===== config.mk =====
export PLATFORM = sky130hd
export DESIGN_NAME = cplx_add_seq_flat
export DESIGN_NICKNAME = d
export VERILOG_FILES = /design/src/rtl/cplx_pkg.sv /design/src/rtl/cplx_add_seq_if.sv /design/src/rtl/sm_add6.sv /design/src/rtl/cplx_add_seq.sv /design/src/flat_wrapper.sv
export SDC_FILE = /design/constraint.sdc
export NUM_CORES = 1
export LEC_CHECK = 0
export CORE_MARGIN = 4
export CORE_UTILIZATION = 40
export DETAILED_ROUTE_END_ITERATION = 6
export SYNTH_ARGS = -nofsm -noshare
export SYNTH_HDL_FRONTEND = slang
export SYNTH_SLANG_ARGS = --single-unit
export TNS_END_PERCENT = 10

===== constraint.sdc =====
create_clock -name clk -period 4.2 [get_ports clk]
set_input_delay 0.42 -clock clk [delete_from_list [all_inputs] [get_ports clk]]
set_output_delay 0.42 -clock clk [all_outputs]
set_load 0.02 [all_outputs]

===== src/rtl/cplx_pkg.sv =====
// Shared constants, state encoding and payload types for the complex adder sequencer.
package cplx_pkg;

  localparam int unsigned MAG_W    = 5;
  localparam int unsigned OP_W     = MAG_W + 1;
  localparam int unsigned SUM_W    = MAG_W + 1;
  localparam int unsigned CNT_W    = 8;
  localparam int unsigned SIGN_BIT = MAG_W;

  typedef enum logic [1:0] {
    IDLE = 2'd0,
    RE   = 2'd1,
    IM   = 2'd2,
    DONE = 2'd3
  } state_t;

  // Captured complex operand, each part sign-magnitude.
  typedef struct packed {
    logic [OP_W-1:0] re;
    logic [OP_W-1:0] im;
  } cplx_t;

  // Flip the sign of a sign-magnitude value; negative zero becomes plain zero.
  function automatic logic [OP_W-1:0] neg_sm(input logic [OP_W-1:0] x);
    return {~x[SIGN_BIT], x[SIGN_BIT-1:0]};
  endfunction

endpackage


===== src/rtl/cplx_add_seq_if.sv =====
// Operand/result handshake bundle between the producer, the sequencer and the consumer.
interface cplx_add_seq_if
  import cplx_pkg::*;
();

  logic             in_valid;
  logic             in_ready;
  logic             in_sub;
  logic [OP_W-1:0]  a_re;
  logic [OP_W-1:0]  a_im;
  logic [OP_W-1:0]  b_re;
  logic [OP_W-1:0]  b_im;
  logic             out_valid;
  logic             out_ready;
  logic             re_sign;
  logic             im_sign;
  logic [SUM_W-1:0] re_mag;
  logic [SUM_W-1:0] im_mag;
  logic [CNT_W-1:0] ops_done;

  modport master (
    output in_valid, in_sub, a_re, a_im, b_re, b_im, out_ready,
    input  in_ready, out_valid, re_sign, im_sign, re_mag, im_mag, ops_done
  );

  modport slave (
    input  in_valid, in_sub, a_re, a_im, b_re, b_im, out_ready,
    output in_ready, out_valid, re_sign, im_sign, re_mag, im_mag, ops_done
  );

endinterface


===== src/rtl/sm_add6.sv =====
// Combinational sign-magnitude adder; a zero result always carries a positive sign.
module sm_add6
  import cplx_pkg::*;
(
  input  logic [OP_W-1:0]  a,
  input  logic [OP_W-1:0]  b,
  output logic             sign_c,
  output logic [SUM_W-1:0] mag_c
);

  logic             sa;
  logic             sb;
  logic [MAG_W-1:0] ma;
  logic [MAG_W-1:0] mb;

  assign sa = a[SIGN_BIT];
  assign sb = b[SIGN_BIT];
  assign ma = a[SIGN_BIT-1:0];
  assign mb = b[SIGN_BIT-1:0];

  // Add magnitudes on matching signs, otherwise subtract the smaller from the larger.
  always_comb begin
    sign_c = 1'b0;
    mag_c  = '0;
    if (sa == sb) begin
      mag_c  = SUM_W'(ma) + SUM_W'(mb);
      sign_c = sa;
    end else if (ma > mb) begin
      mag_c  = SUM_W'(ma - mb);
      sign_c = sa;
    end else begin
      mag_c  = SUM_W'(mb - ma);
      sign_c = sb;
    end
    if (mag_c == '0) begin
      sign_c = 1'b0;
    end
  end

endmodule


===== src/rtl/cplx_add_seq.sv =====
// Sequencer that time-shares one sign-magnitude adder across real and imaginary parts.
module cplx_add_seq
  import cplx_pkg::*;
(
  input  logic          clk,
  input  logic          rst,
  cplx_add_seq_if.slave bus
);

  state_t           state_q;
  state_t           state_d;
  logic             in_ready_q;
  logic             out_valid_q;
  cplx_t            a_q;
  cplx_t            b_q;
  logic             re_sign_q;
  logic             im_sign_q;
  logic [SUM_W-1:0] re_mag_q;
  logic [SUM_W-1:0] im_mag_q;
  logic [CNT_W-1:0] ops_done_q;
  logic             accept_c;
  logic             handoff_c;
  logic [OP_W-1:0]  add_a_c;
  logic [OP_W-1:0]  add_b_c;
  logic             add_sign_c;
  logic [SUM_W-1:0] add_mag_c;

  // Next-state and handshake decode.
  always_comb begin
    state_d   = state_q;
    accept_c  = 1'b0;
    handoff_c = 1'b0;
    case (state_q)
      IDLE: begin
        if (bus.in_valid) begin
          accept_c = 1'b1;
          state_d  = RE;
        end
      end
      RE:   state_d = IM;
      IM:   state_d = DONE;
      DONE: begin
        if (bus.out_ready) begin
          handoff_c = 1'b1;
          state_d   = IDLE;
        end
      end
      default: state_d = IDLE;
    endcase
  end

  // State register and registered handshake outputs.
  always_ff @(posedge clk or posedge rst) begin
    if (rst) begin
      state_q     <= IDLE;
      in_ready_q  <= 1'b1;
      out_valid_q <= 1'b0;
    end else begin
      state_q     <= state_d;
      in_ready_q  <= (state_d == IDLE);
      out_valid_q <= (state_d == DONE);
    end
  end

  // Operand capture; subtraction is folded in by negating B once at accept.
  always_ff @(posedge clk or posedge rst) begin
    if (rst) begin
      a_q <= '0;
      b_q <= '0;
    end else if (accept_c) begin
      a_q.re <= bus.a_re;
      a_q.im <= bus.a_im;
      b_q.re <= bus.in_sub ? neg_sm(bus.b_re) : bus.b_re;
      b_q.im <= bus.in_sub ? neg_sm(bus.b_im) : bus.b_im;
    end
  end

  // Shared adder input select: imaginary pair in IM, real pair otherwise.
  always_comb begin
    add_a_c = a_q.re;
    add_b_c = b_q.re;
    if (state_q == IM) begin
      add_a_c = a_q.im;
      add_b_c = b_q.im;
    end
  end

  sm_add6 u_add (
    .a      (add_a_c),
    .b      (add_b_c),
    .sign_c (add_sign_c),
    .mag_c  (add_mag_c)
  );

  // Result registers, loaded from the shared adder in RE and IM.
  always_ff @(posedge clk or posedge rst) begin
    if (rst) begin
      re_sign_q <= 1'b0;
      re_mag_q  <= '0;
      im_sign_q <= 1'b0;
      im_mag_q  <= '0;
    end else if (state_q == RE) begin
      re_sign_q <= add_sign_c;
      re_mag_q  <= add_mag_c;
    end else if (state_q == IM) begin
      im_sign_q <= add_sign_c;
      im_mag_q  <= add_mag_c;
    end
  end

  // Completed-operation counter, wraps naturally.
  always_ff @(posedge clk or posedge rst) begin
    if (rst) begin
      ops_done_q <= '0;
    end else if (handoff_c) begin
      ops_done_q <= ops_done_q + CNT_W'(1);
    end
  end

  assign bus.in_ready  = in_ready_q;
  assign bus.out_valid = out_valid_q;
  assign bus.re_sign   = re_sign_q;
  assign bus.re_mag    = re_mag_q;
  assign bus.im_sign   = im_sign_q;
  assign bus.im_mag    = im_mag_q;
  assign bus.ops_done  = ops_done_q;

endmodule


===== src/flat_wrapper.sv =====
// flat-port wrapper written by rule: the top's interface ports become plain ports
module cplx_add_seq_flat import cplx_pkg::*;
  (clk, rst, bus_in_valid, bus_in_sub, bus_a_re, bus_a_im, bus_b_re, bus_b_im, bus_out_ready, bus_in_ready, bus_out_valid, bus_re_sign, bus_im_sign, bus_re_mag, bus_im_mag, bus_ops_done);
  cplx_add_seq_if bus_i ();
  input  logic clk;
  input  logic rst;
  input wire logic [$bits(bus_i.in_valid)-1:0] bus_in_valid;
  input wire logic [$bits(bus_i.in_sub)-1:0] bus_in_sub;
  input wire logic [$bits(bus_i.a_re)-1:0] bus_a_re;
  input wire logic [$bits(bus_i.a_im)-1:0] bus_a_im;
  input wire logic [$bits(bus_i.b_re)-1:0] bus_b_re;
  input wire logic [$bits(bus_i.b_im)-1:0] bus_b_im;
  input wire logic [$bits(bus_i.out_ready)-1:0] bus_out_ready;
  output wire logic [$bits(bus_i.in_ready)-1:0] bus_in_ready;
  output wire logic [$bits(bus_i.out_valid)-1:0] bus_out_valid;
  output wire logic [$bits(bus_i.re_sign)-1:0] bus_re_sign;
  output wire logic [$bits(bus_i.im_sign)-1:0] bus_im_sign;
  output wire logic [$bits(bus_i.re_mag)-1:0] bus_re_mag;
  output wire logic [$bits(bus_i.im_mag)-1:0] bus_im_mag;
  output wire logic [$bits(bus_i.ops_done)-1:0] bus_ops_done;
  assign bus_i.in_valid = bus_in_valid;
  assign bus_i.in_sub = bus_in_sub;
  assign bus_i.a_re = bus_a_re;
  assign bus_i.a_im = bus_a_im;
  assign bus_i.b_re = bus_b_re;
  assign bus_i.b_im = bus_b_im;
  assign bus_i.out_ready = bus_out_ready;
  assign bus_in_ready = bus_i.in_ready;
  assign bus_out_valid = bus_i.out_valid;
  assign bus_re_sign = bus_i.re_sign;
  assign bus_im_sign = bus_i.im_sign;
  assign bus_re_mag = bus_i.re_mag;
  assign bus_im_mag = bus_i.im_mag;
  assign bus_ops_done = bus_i.ops_done;
  cplx_add_seq u_core (.clk(clk), .rst(rst), .bus(bus_i));
endmodule

==> impl_metrics.yaml, run 1 <==
run_status:
  status: "completed"
synthesis:
  seq_area_frac_synth_pct: 43.69
  synth_edf_count: 0
  yosys_warnings: 0
  synthesis.area_sq_um: 2866
  netlist-cell-type-count: 44
  synth_flop_cell: "dfrtp_1"
  ys_ff_latch: 50
  synth.net_count: 306
  syn_inst: 258
  synth_area_per_cell_sq_um: 11.11
  ys_async_sr_fraction_pct: 100.0
final_layout:
  fill_cells: 633
  drive_above_1_share_pct: 18.33
  nNetsFinal: 358
  antennaDiodeCount: 0
  syn2layout_area_growth_pct: 24.44
global_route:
  grt_start_max_net_pins: 34
  gr-total-overflow: 0
  grt_antenna_before_repair: 0
  grt_pass1_wl_um: 9777
  track_usage_pct: 13.88
  grt_pass1_vias: 2059
placement:
  port_buffers: 52
  dpl.hpwl_um: 4353
  gp_congestion: 0.8135
timing:
  worst_pin_slew_ns: 1.159
  rsz0062_at_grt: "no"
  finalHoldViolCount: 0
  maxSlewViolCount: 0
  setup_viol: 0
  fmax_ghz: 0.2759
  slew_headroom_pct: 22.65
  layout_min_cycle_time_ns: 3.625
  period_share_pct: 86.31
  fin_setup_tns_ns: 0
  finClkSkew_ns: 0.01138
floorplan:
  rows: 30
  ios: 53
  die_area_sq_um: 8585
  core_sq_um: 6869
  die_x_um: 92.66
  initial_core_util_pct: 41.73
  die_height_um: 92.66
route:
  drc_errors: 0
  routed_via_density: 4.912
  routed_wl_um: 5579
  drt-initial-drc-count: 55
  post_drt_wl_per_cell_um: 13.71
  via_count: 1999
  drtAntennaViolNets: 0
  dr.pass1.iters: 4
critical_path:
  ff2ff_path_depth: 13
  worstPathMaxFanout: 11
  path_cells: "nand2b_1, mux2_2, inv_1, ha_1, inv_1, fa_1, nor2b_1, o211a_1, o21a_1, nor4b_1, nor4_2, and2_1, a31oi_1"
  r2r-start: "u_core.state_q[0]"
  cp_common_cell: "inv_1"
  critPathKind: "flop to flop"
  r2r_end: "u_core.bus.re_sign"
  r2r_slack_ns: 0.57
  end_kind: "flop"
  slowest_stage: "mux2_2"
  worst-endpoint-required_ns: 4.39
  worstPathArrival_ns: 3.82
  startpoint_type: "flop"
  slowest_delay_ns: 0.42
run:
  cap_viol_max_count: 0
clock_tree:
  cts_hold_buf: 0
  cts_sinks: 50
  cts_setup_buffers: 0
  htree_levels: 2
  root_buffer: "clkbuf_8"
  cts_resized: 0
  numCtsBuffers: 5
  path_clk_slew_ns: 0.10
  ctsLongestPathBuffers: 2
  cts_tree: "done"
  clk_latency_ns: 0.31
hold_path:
  hp-class: "primary input to async pin"
[critical path: cells and delay by family (launching register included)]
kind,cells,cell delay [ns]
AO/OA/AOI/OAI,3,0.67
adder cells (fa/ha/maj),2,0.55
buffers and inverters,2,0.11
flip-flops,1,0.41
multiplexers,1,0.42
AND/OR/NAND/NOR,5,1.34
[registers in the layout, summed over array words and instances (netlist names)]
signal,flops
u_core.a_q,12
u_core.b_q,12
u_core.bus.ops_done,8
u_core.bus.im_mag,6
u_core.bus.re_mag,6
u_core.state_q,2
u_core.bus.im_sign,1
u_core.bus.in_ready,1
u_core.bus.out_valid,1
u_core.bus.re_sign,1
[how the worst max path moves through the flow]
| stage | from | end | slack, ns |
|---|---|---|---|
| floorplan | u_core.state_q[0] | u_core.bus.re_sign | 0.98 |
| global placement | u_core.state_q[0] | u_core.bus.re_sign | 0.71 |
| detailed placement | u_core.state_q[0] | u_core.bus.re_sign | 0.57 |
| CTS | u_core.state_q[0] | u_core.bus.im_sign | 0.54 |
| global route | u_core.state_q[0] | u_core.bus.re_sign | 0.28 |
| finish | u_core.state_q[0] | u_core.bus.re_sign | 0.57 |
[area by class of cell]
type	count	area (sq um)	area share [%]
clock inverter	3	28.78	0.8067
timing repair buffer	55	543.0	15.22
inverter	17	63.81	1.789
clock buffer	5	68.82	1.929
multi-input combinational	181	1490	41.77
sequential	50	1252	35.11
tap	96	120.1	3.367
[synth_stat cells, types with 3 or more instances]
library cell,n,area [sq um]
o21a_1,4,30.03
xor2_1,4,35.03
dfrtp_1,49,1226
nand2_1,25,93.84
mux2_2,34,382.9
fa_1,3,60.06
a21oi_1,8,40.04
buf_6,3,33.78
and3_1,4,25.02
clkbuf_1,5,18.77
inv_1,17,63.81
nand3_1,7,35.03
nor2b_1,4,25.02
o21ai_0,11,55.05
nand2b_1,5,31.28
xnor2_1,8,70.07
mux2i_1,4,40.04
nor2_1,9,33.78
o21bai_1,4,30.03
ha_1,16,200.2
o21ai_1,4,20.02
[layer usage]
layer / global-route usage (%) / up-vias / part of all wire [%]
li1: - / 1002 / -
met1: 18.57 / 947 / 49
met2: 23.32 / 46 / 45
met3: 3.087 / 4 / 4.7
met4: 2.564 / 0 / 0.77
met5: 0 / - / 0
[through the flow]
step | std cells | hold slack [ns] | util [%] | area [sq um] | worst slack, ns
2_1_floorplan | 258 | 0.4750 | - | 2867 | 0.9816
3_3_place_gp | 399 | 0.4626 | 50.51 | 3470 | 0.7106
3_5_place_dp | 399 | 0.4660 | 50.51 | 3470 | 0.5671
4_1_cts | 407 | 0.4215 | 51.93 | 3567 | 0.5368
5_1_grt | 407 | 0.4275 | 51.93 | 3567 | 0.2782
6_report | 407 | 0.4092 | 51.93 | 3567 | 0.5749
[cells by family (layout without fill, tap and decap cells)]
logic type | Yosys count | count (layout) | synth area share (%)
compound gates | 43 | 43 | 10.17
xor+xnor | 12 | 12 | 3.666
fa+ha+maj | 19 | 19 | 9.079
buf+inv | 27 | 80 | 4.409
flops | 50 | 50 | 43.69
mux | 40 | 40 | 15.76
simple gates | 67 | 67 | 13.23
[cell usage in the layout, fill, tap and decap left out, drive strengths merged, types with 2 or more instances in the layout]
cell            n
clkdlybuf4s50  52
dfrtp          49
mux2           35
nand2          25
inv            18
ha             16
o21ai          15
nor2            9
xnor2           8
a21oi           8
nand3           7
nand2b          5
clkbuf          5
mux2i           5
nor2b           4
o21a            4
o21bai          4
and3            4
xor2            4
fa              3
buf             3
nor4b           2
and4            2
or3             2
a21o            2
nor3            2
a31oi           2
clkinv          2
nor4            2
a211oi          2
Power of run 1 is left out: the tool's default activity adds up to more than one toggle a clock period on the data nets, which glitch-free logic cannot reach.
==> run 2, diff against run 1 <==
Settings changed: SYNTH_HIERARCHICAL set to 1.
==> impl_metrics.yaml, run 2 <==
synthesis:
  yosysMostFrequentCell: "dfrtp_1"
  syn_inst: 240
  synth_flop_cell: "dfrtp_1"
  synthesis.area_sq_um: 2856
  yosys_warnings: 6
  ys_async_sr_fraction_pct: 100.0
  synth.net_count: 288
  synth_area_per_cell_sq_um: 11.90
  ys_ff_latch: 50
  synth_area_leader_cell: "dfrtp_1"
  netlist-cell-type-count: 45
  yosysTopAreaCellShare_pct: 42.93
  synthTopCellsByCount: "49 x dfrtp_1, 48 x mux2_2, 20 x inv_1"
  synth_area_leaders: "dfrtp_1 43%, mux2_2 19%, ha_1 7.0%"
  seq_area_frac_synth_pct: 43.85
  synth_edf_count: 0
clock_tree:
  path_clk_slew_ns: 0.10
  root_buffer: "clkbuf_8"
  cts_setup_buffers: 0
  numCtsBuffers: 5
  ctsLongestPathBuffers: 2
  cts_sinks: 50
  htree_levels: 2
  cts_resized: 0
  cts_tree: "done"
  cts_hold_buf: 0
  clk_latency_ns: 0.30
timing:
  slew_headroom_pct: 21.27
  layout_min_cycle_time_ns: 3.557
  fmax_ghz: 0.2812
  finalHoldViolCount: 0
  period_share_pct: 84.68
  maxSlewViolCount: 0
  fin_setup_tns_ns: 0
  rsz0062_at_grt: "no"
  finClkSkew_ns: 0.009818
  setup_viol: 0
  worst_pin_slew_ns: 1.180
  fin_hold_ws_ns: 0.4753
  finalWorstSetupSlack_ns: 0.6433
floorplan:
  die_x_um: 92.51
  initial_core_util_pct: 41.58
  rows: 30
  ios: 53
  die_area_sq_um: 8557
  core_sq_um: 6869
  die_height_um: 92.51
route:
  dr.pass1.iters: 5
  drt-initial-drc-count: 81
  top_signal_layer_used: "met4"
  via_count: 1931
  routed_via_density: 4.990
  post_drt_wl_per_cell_um: 13.68
  drc_errors: 0
  drtAntennaViolNets: 0
  wl_met1_um: 2387
  wl_met3_um: 309
  wl_met2_um: 2511
  routed_wl_um: 5294
placement:
  post-place-ws_ns: 0.6378
  dpl.hpwl_um: 3995
  port_buffers: 52
  gp_congestion: 0.8638
hold_path:
  hp-class: "flop to flop"
run:
  cap_viol_max_count: 0
run_status:
  status: "completed"
critical_path:
  startpoint_type: "flop"
  worstPathMaxFanout: 19
  path_cells: "nor2b_1, buf_4, mux2_2, inv_1, ha_1, inv_1, fa_1, a21o_4, a21boi_4, a31oi_1, and4_1, nor4_1, a31oi_1, mux2_2"
  critPathKind: "flop to flop"
  worstPathArrival_ns: 3.74
  slowest_delay_ns: 0.47
  end_kind: "flop"
  slowest_stage: "dfrtp_1"
  worst-endpoint-required_ns: 4.38
global_route:
  grt_pass1_wl_um: 9149
  grt_antenna_before_repair: 0
  grt_start_max_net_pins: 51
  gr-total-overflow: 0
  track_usage_pct: 12.99
  grt_pass1_vias: 1995
final_layout:
  nNetsFinal: 338
  mostFrequentLayoutCell: "clkdlybuf4s50_1"
  layout_common_cells: "52 x clkdlybuf4s50_1, 49 x dfrtp_1, 48 x mux2_2"
  drive_above_1_share_pct: 22.34
  regArea_sq_um: 1252
  fill_cells: 650
  multi_input_area_sq_um: 1446
  syn2layout_area_growth_pct: 23.78
  antennaDiodeCount: 0
-- run 2: final cells by class --
cell class	instances	share of cell area, %
Tap cell	96	3.397
Clock buffer	5	1.946
Timing Repair Buffer	53	14.93
Inverter	20	2.123
Multi-Input combinational cell	160	40.91
Clock inverter	3	1.274
Sequential cell	50	35.42
-- run 2: path summary, 6_finish.rpt --
kind	slack, ns	to	cells after the start	from
setup / recovery	0.64	u_core/bus.re_sign	14	u_core/state_q[1]
hold / removal	0.48	u_core/bus.ops_done[7]	1	u_core/bus.ops_done[7]
setup reg to reg	0.64	u_core/bus.re_sign	14	u_core/state_q[1]
hold reg to reg	0.48	u_core/bus.ops_done[7]	1	u_core/bus.ops_done[7]
max in group asynchronous	2.88	u_core/bus.im_mag[5]	2	rst
min in group asynchronous	0.69	u_core/b_q[2]	2	rst
-- run 2: through the flow --
stage | std cells | utilization [%] | cell area, sq um
global route | 387 | 51.48 | 3536
detailed placement | 379 | 49.82 | 3422
finish | 387 | 51.48 | 3536
global placement | 379 | 49.82 | 3422
floorplan | 240 | - | 2856
CTS | 387 | 51.48 | 3536
-- run 2: critical path: cells and delay by family, from the launching register on --
family / cells / cell delay, ns
AO/OA/AOI/OAI: 4 / 0.71
AND/OR/NAND/NOR: 3 / 0.67
multiplexers: 2 / 0.67
adder cells (fa/ha/maj): 2 / 0.53
flip-flops: 1 / 0.47
buffers and inverters: 3 / 0.39
-- run 2: kinds of logic after synthesis --
| logic type | synth area share, % |
|---|---|
| AO/OA/AOI/OAI | 8.323 |
| multiplexers | 19.67 |
| AND/OR/NAND/NOR | 8.892 |
| buffers and inverters | 5.519 |
| adder cells (fa/ha/maj) | 9.111 |
| XOR/XNOR | 4.643 |
| flip-flops | 43.85 |
-- run 2: metal layers --
layer  vias to the layer above  global-route usage [%]
li1                        936                       -
met1                       929                   17.29
met2                        55                   20.85
met3                        11                   3.493
met4                         0                   3.589
met5                         -                       0
Power of run 2 is left out for the same reason.
